## src/rtl/spec_txn_buffer_if.sv

```systemverilog
// AXI3 write-address and write-data channels (no B channel) shared by the
// master-side and slave-side ports of the transaction buffer.
interface spec_txn_buffer_if #(
  parameter int ID_W   = 4,
  parameter int ADDR_W = 32,
  parameter int DATA_W = 32,
  parameter int USER_W = 2
);
  logic                awvalid;
  logic                awready;
  logic [ID_W-1:0]     awid;
  logic [ADDR_W-1:0]   awaddr;
  logic [7:0]          awlen;
  logic [2:0]          awsize;
  logic [1:0]          awburst;
  logic [USER_W-1:0]   awuser;
  logic                wvalid;
  logic                wready;
  logic [ID_W-1:0]     wid;
  logic [DATA_W-1:0]   wdata;
  logic [DATA_W/8-1:0] wstrb;
  logic                wlast;

  modport master (output awvalid, awid, awaddr, awlen, awsize, awburst, awuser,
                  output wvalid, wid, wdata, wstrb, wlast,
                  input  awready, wready);
  modport slave  (input  awvalid, awid, awaddr, awlen, awsize, awburst, awuser,
                  input  wvalid, wid, wdata, wstrb, wlast,
                  output awready, wready);
endinterface

```

## src/rtl/spec_txn_buffer.sv

```systemverilog
// Stores special (DIVERT) and ID-colliding (unlucky) AXI3 write bursts in
// arrival order and replays each complete burst as one AW plus its W beats.
module spec_txn_buffer #(
  parameter int                DEPTH       = 4,
  parameter int                ID_W        = 4,
  parameter int                ADDR_W      = 32,
  parameter int                DATA_W      = 32,
  parameter int                USER_W      = 2,
  parameter int                MAX_BEATS   = 8,
  parameter logic [USER_W-1:0] DIVERT_CODE = USER_W'(1),
  parameter int                AFULL_TH    = 3,
  localparam int CW = $clog2(DEPTH+1),
  localparam int IW = $clog2(DEPTH),
  localparam int BW = (MAX_BEATS > 1) ? $clog2(MAX_BEATS) : 1,
  localparam int SW = DATA_W/8
) (
  input  logic          clk,
  input  logic          rst,
  spec_txn_buffer_if.slave  s,
  spec_txn_buffer_if.master m,
  input  logic          to_block,
  input  logic          proc_full,
  input  logic          proc_empty,
  input  logic          release_req,
  output logic          release_ack,
  output logic          unluck,
  output logic [CW-1:0] count,
  output logic          almost_full,
  output logic          len_err
);
  typedef struct packed {
    logic [ID_W-1:0]   id;
    logic [ADDR_W-1:0] addr;
    logic [7:0]        len;
    logic [2:0]        size;
    logic [1:0]        burst;
    logic [USER_W-1:0] user;
  } aw_t;

  typedef struct packed {
    logic                               vld;
    logic                               done;
    logic                               unl;
    logic [7:0]                         cur;
    aw_t                                aw;
    logic [MAX_BEATS-1:0][DATA_W-1:0]   data;
    logic [MAX_BEATS-1:0][SW-1:0]       strb;
  } slot_t;

  typedef enum logic [1:0] {ST_IDLE, ST_AW, ST_W} st_t;

  // slot 0 is always the oldest entry; valid slots are kept contiguous
  slot_t          slot_q [DEPTH];
  slot_t          slot_w [DEPTH];
  slot_t          slot_n [DEPTH];
  slot_t          new_slot;
  st_t            st_q, st_n;
  logic [IW-1:0]  sel_q, wr_idx, cand_idx;
  logic [7:0]     beat_q;
  logic [CW-1:0]  count_q, put_pos;
  logic           id_hit, divert, full, adm, w_fire, wr_hit, cand_hit, rel_hit, free;

  assign divert      = s.awuser == DIVERT_CODE;
  assign full        = count_q == CW'(DEPTH);
  assign len_err     = s.awvalid & (({1'b0, s.awlen} + 9'd1) > 9'(MAX_BEATS));
  assign unluck      = s.awvalid & ~divert & id_hit;
  assign s.awready   = ~full & ~to_block & ~proc_full & ~proc_empty & ~len_err & (divert | id_hit);
  assign adm         = s.awvalid & s.awready;
  assign s.wready    = s.wvalid & wr_hit;
  assign w_fire      = s.wvalid & s.wready;
  assign count       = count_q;
  assign almost_full = count_q >= CW'(AFULL_TH);
  assign release_ack = rel_hit;
  assign free        = (st_q == ST_W) & m.wready & (beat_q == slot_q[sel_q].aw.len);
  assign put_pos     = free ? count_q - CW'(1) : count_q;

  always_comb begin
    id_hit = 1'b0;
    for (int i = 0; i < DEPTH; i++)
      if (slot_q[i].vld && slot_q[i].aw.id == s.awid) id_hit = 1'b1;
  end

  // oldest open slot with a matching ID takes the beat; the slot under replay is excluded
  always_comb begin
    wr_hit = 1'b0;
    wr_idx = '0;
    for (int i = DEPTH-1; i >= 0; i--)
      if (slot_q[i].vld && !slot_q[i].done && slot_q[i].aw.id == s.wid &&
          !(st_q != ST_IDLE && sel_q == IW'(i))) begin
        wr_hit = 1'b1;
        wr_idx = IW'(i);
      end
  end

  always_comb begin
    logic older;
    older    = 1'b0;
    cand_hit = 1'b0;
    cand_idx = '0;
    rel_hit  = 1'b0;
    for (int i = DEPTH-1; i >= 0; i--) begin
      older = 1'b0;
      for (int j = 0; j < i; j++)
        if (slot_q[j].vld && slot_q[j].aw.id == slot_q[i].aw.id) older = 1'b1;
      if (slot_q[i].vld && slot_q[i].done && slot_q[i].unl && !older) begin
        cand_hit = 1'b1;
        cand_idx = IW'(i);
      end
    end
    if (!cand_hit && slot_q[0].vld && slot_q[0].done && release_req) begin
      cand_hit = 1'b1;
      rel_hit  = 1'b1;
    end
    if (st_q != ST_IDLE) begin
      cand_hit = 1'b0;
      rel_hit  = 1'b0;
    end
  end

  always_comb begin
    for (int i = 0; i < DEPTH; i++) slot_w[i] = slot_q[i];
    if (w_fire) begin
      if (slot_q[wr_idx].cur <= slot_q[wr_idx].aw.len) begin
        slot_w[wr_idx].data[slot_q[wr_idx].cur[BW-1:0]] = s.wdata;
        slot_w[wr_idx].strb[slot_q[wr_idx].cur[BW-1:0]] = s.wstrb;
      end
      if (slot_q[wr_idx].cur != 8'hFF) slot_w[wr_idx].cur = slot_q[wr_idx].cur + 8'd1;
      if (s.wlast) slot_w[wr_idx].done = 1'b1;
    end
  end

  always_comb begin
    new_slot          = '0;
    new_slot.vld      = 1'b1;
    new_slot.unl      = unluck;
    new_slot.aw.id    = s.awid;
    new_slot.aw.addr  = s.awaddr;
    new_slot.aw.len   = s.awlen;
    new_slot.aw.size  = s.awsize;
    new_slot.aw.burst = s.awburst;
    new_slot.aw.user  = s.awuser;
  end

  // compaction first, then the admitted descriptor lands behind the youngest survivor
  always_comb begin
    for (int i = 0; i < DEPTH; i++) begin
      slot_n[i] = slot_w[i];
      if (free && IW'(i) >= sel_q)
        slot_n[i] = (i == DEPTH-1) ? '0 : slot_w[(i+1) % DEPTH];
      if (adm && CW'(i) == put_pos) slot_n[i] = new_slot;
    end
  end

  always_ff @(posedge clk) begin
    if (rst) begin
      for (int i = 0; i < DEPTH; i++) slot_q[i] <= '0;
      count_q <= '0;
      sel_q   <= '0;
      beat_q  <= '0;
    end else begin
      for (int i = 0; i < DEPTH; i++) slot_q[i] <= slot_n[i];
      case ({adm, free})
        2'b10:   count_q <= count_q + CW'(1);
        2'b01:   count_q <= count_q - CW'(1);
        default: count_q <= count_q;
      endcase
      if (cand_hit) begin
        sel_q  <= cand_idx;
        beat_q <= '0;
      end else if (st_q == ST_W && m.wready) begin
        beat_q <= beat_q + 8'd1;
      end
    end
  end

  always_ff @(posedge clk) begin
    if (rst) st_q <= ST_IDLE;
    else     st_q <= st_n;
  end

  always_comb begin
    st_n = st_q;
    case (st_q)
      ST_IDLE: if (cand_hit) st_n = ST_AW;
      ST_AW:   if (m.awready) st_n = ST_W;
      ST_W:    if (free) st_n = ST_IDLE;
      default: st_n = ST_IDLE;
    endcase
  end

  always_comb begin
    m.awvalid = 1'b0;
    m.awid    = '0;
    m.awaddr  = '0;
    m.awlen   = '0;
    m.awsize  = '0;
    m.awburst = '0;
    m.awuser  = '0;
    m.wvalid  = 1'b0;
    m.wid     = '0;
    m.wdata   = '0;
    m.wstrb   = '0;
    m.wlast   = 1'b0;
    case (st_q)
      ST_AW: begin
        m.awvalid = 1'b1;
        m.awid    = slot_q[sel_q].aw.id;
        m.awaddr  = slot_q[sel_q].aw.addr;
        m.awlen   = slot_q[sel_q].aw.len;
        m.awsize  = slot_q[sel_q].aw.size;
        m.awburst = slot_q[sel_q].aw.burst;
        m.awuser  = slot_q[sel_q].aw.user;
      end
      ST_W: begin
        m.wvalid = 1'b1;
        m.wid    = slot_q[sel_q].aw.id;
        m.wdata  = slot_q[sel_q].data[beat_q[BW-1:0]];
        m.wstrb  = slot_q[sel_q].strb[beat_q[BW-1:0]];
        m.wlast  = beat_q == slot_q[sel_q].aw.len;
      end
      default: ;
    endcase
  end
endmodule
```

## src/flat_wrapper.sv

```systemverilog
// flat-port wrapper written by rule: the top's interface ports become plain ports
module spec_txn_buffer_flat 
#(
  parameter int                DEPTH       = 4,
  parameter int                ID_W        = 4,
  parameter int                ADDR_W      = 32,
  parameter int                DATA_W      = 32,
  parameter int                USER_W      = 2,
  parameter int                MAX_BEATS   = 8,
  parameter logic [USER_W-1:0] DIVERT_CODE = USER_W'(1),
  parameter int                AFULL_TH    = 3,
  localparam int CW = $clog2(DEPTH+1),
  localparam int IW = $clog2(DEPTH),
  localparam int BW = (MAX_BEATS > 1) ? $clog2(MAX_BEATS) : 1,
  localparam int SW = DATA_W/8
)
  (clk, rst, to_block, proc_full, proc_empty, release_req, release_ack, unluck, count, almost_full, len_err, s_awvalid, s_awid, s_awaddr, s_awlen, s_awsize, s_awburst, s_awuser, s_wvalid, s_wid, s_wdata, s_wstrb, s_wlast, s_awready, s_wready, m_awvalid, m_awid, m_awaddr, m_awlen, m_awsize, m_awburst, m_awuser, m_wvalid, m_wid, m_wdata, m_wstrb, m_wlast, m_awready, m_wready);
  spec_txn_buffer_if #(.ID_W(ID_W), .ADDR_W(ADDR_W), .DATA_W(DATA_W), .USER_W(USER_W)) s_i ();
  spec_txn_buffer_if #(.ID_W(ID_W), .ADDR_W(ADDR_W), .DATA_W(DATA_W), .USER_W(USER_W)) m_i ();
  input  logic clk;
  input  logic rst;
  input  logic to_block;
  input  logic proc_full;
  input  logic proc_empty;
  input  logic release_req;
  output logic release_ack;
  output logic unluck;
  output logic [CW-1:0] count;
  output logic almost_full;
  output logic len_err;
  input wire logic [$bits(s_i.awvalid)-1:0] s_awvalid;
  input wire logic [$bits(s_i.awid)-1:0] s_awid;
  input wire logic [$bits(s_i.awaddr)-1:0] s_awaddr;
  input wire logic [$bits(s_i.awlen)-1:0] s_awlen;
  input wire logic [$bits(s_i.awsize)-1:0] s_awsize;
  input wire logic [$bits(s_i.awburst)-1:0] s_awburst;
  input wire logic [$bits(s_i.awuser)-1:0] s_awuser;
  input wire logic [$bits(s_i.wvalid)-1:0] s_wvalid;
  input wire logic [$bits(s_i.wid)-1:0] s_wid;
  input wire logic [$bits(s_i.wdata)-1:0] s_wdata;
  input wire logic [$bits(s_i.wstrb)-1:0] s_wstrb;
  input wire logic [$bits(s_i.wlast)-1:0] s_wlast;
  output wire logic [$bits(s_i.awready)-1:0] s_awready;
  output wire logic [$bits(s_i.wready)-1:0] s_wready;
  output wire logic [$bits(m_i.awvalid)-1:0] m_awvalid;
  output wire logic [$bits(m_i.awid)-1:0] m_awid;
  output wire logic [$bits(m_i.awaddr)-1:0] m_awaddr;
  output wire logic [$bits(m_i.awlen)-1:0] m_awlen;
  output wire logic [$bits(m_i.awsize)-1:0] m_awsize;
  output wire logic [$bits(m_i.awburst)-1:0] m_awburst;
  output wire logic [$bits(m_i.awuser)-1:0] m_awuser;
  output wire logic [$bits(m_i.wvalid)-1:0] m_wvalid;
  output wire logic [$bits(m_i.wid)-1:0] m_wid;
  output wire logic [$bits(m_i.wdata)-1:0] m_wdata;
  output wire logic [$bits(m_i.wstrb)-1:0] m_wstrb;
  output wire logic [$bits(m_i.wlast)-1:0] m_wlast;
  input wire logic [$bits(m_i.awready)-1:0] m_awready;
  input wire logic [$bits(m_i.wready)-1:0] m_wready;
  assign s_i.awvalid = s_awvalid;
  assign s_i.awid = s_awid;
  assign s_i.awaddr = s_awaddr;
  assign s_i.awlen = s_awlen;
  assign s_i.awsize = s_awsize;
  assign s_i.awburst = s_awburst;
  assign s_i.awuser = s_awuser;
  assign s_i.wvalid = s_wvalid;
  assign s_i.wid = s_wid;
  assign s_i.wdata = s_wdata;
  assign s_i.wstrb = s_wstrb;
  assign s_i.wlast = s_wlast;
  assign s_awready = s_i.awready;
  assign s_wready = s_i.wready;
  assign m_awvalid = m_i.awvalid;
  assign m_awid = m_i.awid;
  assign m_awaddr = m_i.awaddr;
  assign m_awlen = m_i.awlen;
  assign m_awsize = m_i.awsize;
  assign m_awburst = m_i.awburst;
  assign m_awuser = m_i.awuser;
  assign m_wvalid = m_i.wvalid;
  assign m_wid = m_i.wid;
  assign m_wdata = m_i.wdata;
  assign m_wstrb = m_i.wstrb;
  assign m_wlast = m_i.wlast;
  assign m_i.awready = m_awready;
  assign m_i.wready = m_wready;
  spec_txn_buffer #(.DEPTH(DEPTH), .ID_W(ID_W), .ADDR_W(ADDR_W), .DATA_W(DATA_W), .USER_W(USER_W), .MAX_BEATS(MAX_BEATS), .DIVERT_CODE(DIVERT_CODE), .AFULL_TH(AFULL_TH)) u_core (.clk(clk), .rst(rst), .s(s_i), .m(m_i), .to_block(to_block), .proc_full(proc_full), .proc_empty(proc_empty), .release_req(release_req), .release_ack(release_ack), .unluck(unluck), .count(count), .almost_full(almost_full), .len_err(len_err));
endmodule
```

## config.mk

```make
export PLATFORM = sky130hd
export DESIGN_NAME = spec_txn_buffer_flat
export DESIGN_NICKNAME = d
export VERILOG_FILES = /design/src/rtl/spec_txn_buffer_if.sv /design/src/rtl/spec_txn_buffer.sv /design/src/flat_wrapper.sv
export SDC_FILE = /design/constraint.sdc
export NUM_CORES = 2
export LEC_CHECK = 0
export BUFFER_PORTS_ARGS = -buffer_cell sky130_fd_sc_hd__buf_4
export CORE_UTILIZATION = 45
export CTS_BUF_LIST = sky130_fd_sc_hd__clkbuf_8
export CTS_CLUSTER_DIAMETER = 150
export CTS_CLUSTER_SIZE = 8
export DETAILED_ROUTE_END_ITERATION = 8
export MAX_ROUTING_LAYER = met4
export PLACE_DENSITY = 0.64
export SYNTH_ARGS = -nofsm -noshare
export SYNTH_HDL_FRONTEND = slang
export SYNTH_SLANG_ARGS = --single-unit
```

## constraint.sdc

```tcl
create_clock -name clk -period 4.77 [get_ports clk]
set_clock_uncertainty 0.2 [all_clocks]
set_input_delay 0.2385 -clock clk [delete_from_list [all_inputs] [get_ports clk]]
set_output_delay 0.2385 -clock clk [all_outputs]
set_load 0.02 [all_outputs]
```

==> results.json <==
{
  "io_pins": 205,
  "grtUsageTotal": 0.355,
  "setup_ws_ns": -0.00220,
  "outcome": "finished, violations left",
  "tritoncts": "built",
  "fin_crit_sh": 1.00,
  "worstMarginPinSlew_ns": 1.02,
  "clock_path_buffers": 3,
  "drive_above_1_share": 0.244,
  "cellPowerDensity_mw_per_mm2": 254,
  "synth_warnings": 0,
  "timing.fmax_mhz": 210,
  "place.gp.congestion": 0.937,
  "totalPowerFinal_mw": 21.2,
  "whs_ns": 0.0604,
  "cts.clk_slew.worst_paths_ns": 0.06,
  "grt_max_degree": 108,
  "synth_flop_cell": "dfxtp_1",
  "fp.dieW_um": 398,
  "hold_class": "in2reg",
  "vias": 67557,
  "grt_pass1_wl_um": 415000,
  "wl_per_cell_um": 28.0,
  "cp-end-kind": "output port",
  "vias_per_cell": 6.59,
  "netlist_instances": 7918,
  "synth_fp_nets": 8035,
  "ant_nets": 0,
  "finalNetCount": 8300,
  "synth-async-reset-ratio": 0,
  "synth_edf_count": 0,
  "start_util": 0.455,
  "area_growth_pct": 18.3,
  "die_y_um": 398,
  "grt_antenna_before_repair": 11,
  "ir_worst_vdd_v": 0.000279,
  "leakagePower_nw": 28.5,
  "finalNonFillerCells": 10256,
  "rsz0062_at_grt": "true",
  "htreeDepth": 4,
  "dp_hpwl_um": 169000,
  "seq_area_frac_synth": 0.402,
  "cp-start-kind": "register",
  "drt-initial-drc-count": 9320,
  "io_buffers": 204,
  "syn_area_mm2": 0.0705,
  "drt-pass1-iter-count": 7,
  "dp.cells": 9789,
  "core.rowCount": 144,
  "mostFrequentLayoutCells": "dfxtp_1 (1408), nand2_1 (1320), nor2_1 (877)",
  "dpl_cell_area_mm2": 0.0768,
  "root_buffer": "clkbuf_8",
  "seq_area_mm2": 0.0284,
  "violations": "negative setup slack",
  "routed_wl_um": 287000,
  "slew_viol_final": 0,
  "cp.arrival_ns": 4.33,
  "numClockSinks": 1417,
  "finalInstanceArea_mm2": 0.0834,
  "finalHoldViolCount": 0,
  "synth_cell_types": 89,
  "grt_pass1_vias": 64286,
  "num-fill-cells": 13705,
  "required_ns": 4.33,
  "critical_path_class": "reg2out",
  "numCtsBuffers": 195,
  "finalCriticalPeriod_ns": 4.77,
  "final_common_cell": "dfxtp_1",
  "drc_errors": 0,
  "worstSkewPairLatency_ns": 1.03,
  "multi_input_area_mm2": 0.0393,
  "slew_headroom": 0.322,
  "syn_avg_cell_area_um2": 8.90,
  "path_max_fanout": 42,
  "overflow": 0,
  "core-area_mm2": 0.155,
  "setup_viol": 1,
  "drv.max_cap_violation_count": 0,
  "synth_seq_cells": 1417,
  "dieArea_mm2": 0.158
}
==> cell type report <==
cell class,count,area share
Inverter,25,0.00128
Timing Repair Buffer,880,0.121
Tap cell,2044,0.0307
Clock inverter,19,0.00282
Multi-Input combinational cell,5664,0.471
Clock buffer,195,0.0322
Antenna cell,12,0.000360
Sequential cell,1417,0.340
==> metal layers <==
layer,track usage,wire [um],up-vias
met5,-,0,-
met4,0.192,18100,0
met3,0.0807,34200,1078
met2,0.528,127000,4654
met1,0.447,108000,32848
li1,-,-,28977
==> path summary, 6_finish.rpt <==
check / startpoint / endpoint / slack, ns / cells after the start
worst min register to register: u_core.slot_q[3][52] / u_core.slot_q[3][52] / 0.26 / 2
worst max register to register: u_core.slot_q[2][338] / u_core.slot_q[1][271] / 0.02 / 22
worst max-delay path: register / m_wdata[30] / -0.002 / 7
worst min-delay path: s_wdata[22] / u_core.slot_q[0][86] / 0.06 / 4
==> power by group <==
group / total (mW) / switching [mW] / internal [mW]
logic: 0.851 / 0.624 / 0.227
registers: 11.8 / 0.00215 / 11.8
clock network: 8.47 / 4.77 / 3.70
==> critical path: stages, from the launching register on <==
cell and delay, ns:
dfxtp_4 0.67, buf_16 0.39, buf_6 0.43, mux4_2 0.59, mux4_2 0.56, mux2i_1 0.33
nor2_1 0.09, buf_4 0.19
==> metrics by stage <==
stage | worst slack [ns] | setup TNS [ns] | util
floorplan | -0.00599 | -0.399 | -
global placement | -0.227 | -91.30 | 0.496
detailed placement | -0.268 | -136.36 | 0.496
CTS | 0.00205 | 0 | 0.530
global route | -0.150 | -40.87 | 0.539
finish | -0.00220 | -0.00220 | 0.539
==> registers in the layout (all words and copies together), names as in the netlist, named ones only <==
| register | cells |
|---|---|
| u_core.beat_q | 8 |
| u_core.st_q | 2 |
| u_core.sel_q | 2 |
| u_core.count | 3 |
| u_core.slot_q | 1400 |
==> cell families (layout without fill, tap and decap cells) <==
| kind of cell | Yosys count | count (layout) | synth area share |
|---|---|---|---|
| simple gates | 3237 | 3237 | 0.201 |
| compound gates | 1746 | 1746 | 0.170 |
| flops | 1417 | 1417 | 0.402 |
| buf+inv | 837 | 1119 | 0.0560 |
| mux | 589 | 589 | 0.159 |
| xor+xnor | 77 | 77 | 0.00957 |
| fa+ha+maj | 15 | 15 | 0.00266 |
| other cells | 0 | 12 | 0 |
==> cells in the mapped netlist, drive strengths merged, types with 3 or more instances <==
library cell | number | area [um2]
nor3 | 643 | 3530
xnor2 | 32 | 280
ha | 15 | 188
a21o | 5 | 37.5
inv | 25 | 106
o22ai | 607 | 3810
or4 | 4 | 30.0
dfxtp | 1417 | 28400
and3 | 11 | 68.8
a211oi | 42 | 325
o21a | 4 | 30.0
a221oi | 54 | 473
a21oi | 463 | 3300
nor4 | 12 | 111
buf | 473 | 2570
and2 | 68 | 425
or3 | 7 | 43.8
a31oi | 127 | 807
nor2b | 8 | 52.6
nand3 | 148 | 771
a22o | 45 | 394
mux2i | 64 | 644
o21ai | 243 | 1450
o221ai | 4 | 41.3
a22oi | 89 | 668
a21boi | 7 | 52.6
nand4 | 13 | 87.6
clkbuf | 339 | 1270
o2111ai | 3 | 56.3
nor2 | 939 | 3640
a222oi | 25 | 250
nand2b | 18 | 115
mux4 | 411 | 9260
mux2 | 114 | 1280
a2111oi | 3 | 26.3
o211ai | 10 | 88.8
xor2 | 45 | 394
nand2 | 1354 | 5150
==> what timing repair did <==
| item | 4_1_cts | 5_1_grt |
|---|---|---|
| endpoints found under the hold margin | 1404 | 0 |
| pin swaps | 12 | 69 |
| gates cloned | 4 | 23 |
| gates resized for setup | 51 | 144 |
| setup buffers | 8 | 26 |
| hold buffers | 182 | 0 |
| endpoints found under the setup margin | 1014 | 1119 |
No activity file was read; power rests on OpenSTA's default activity.
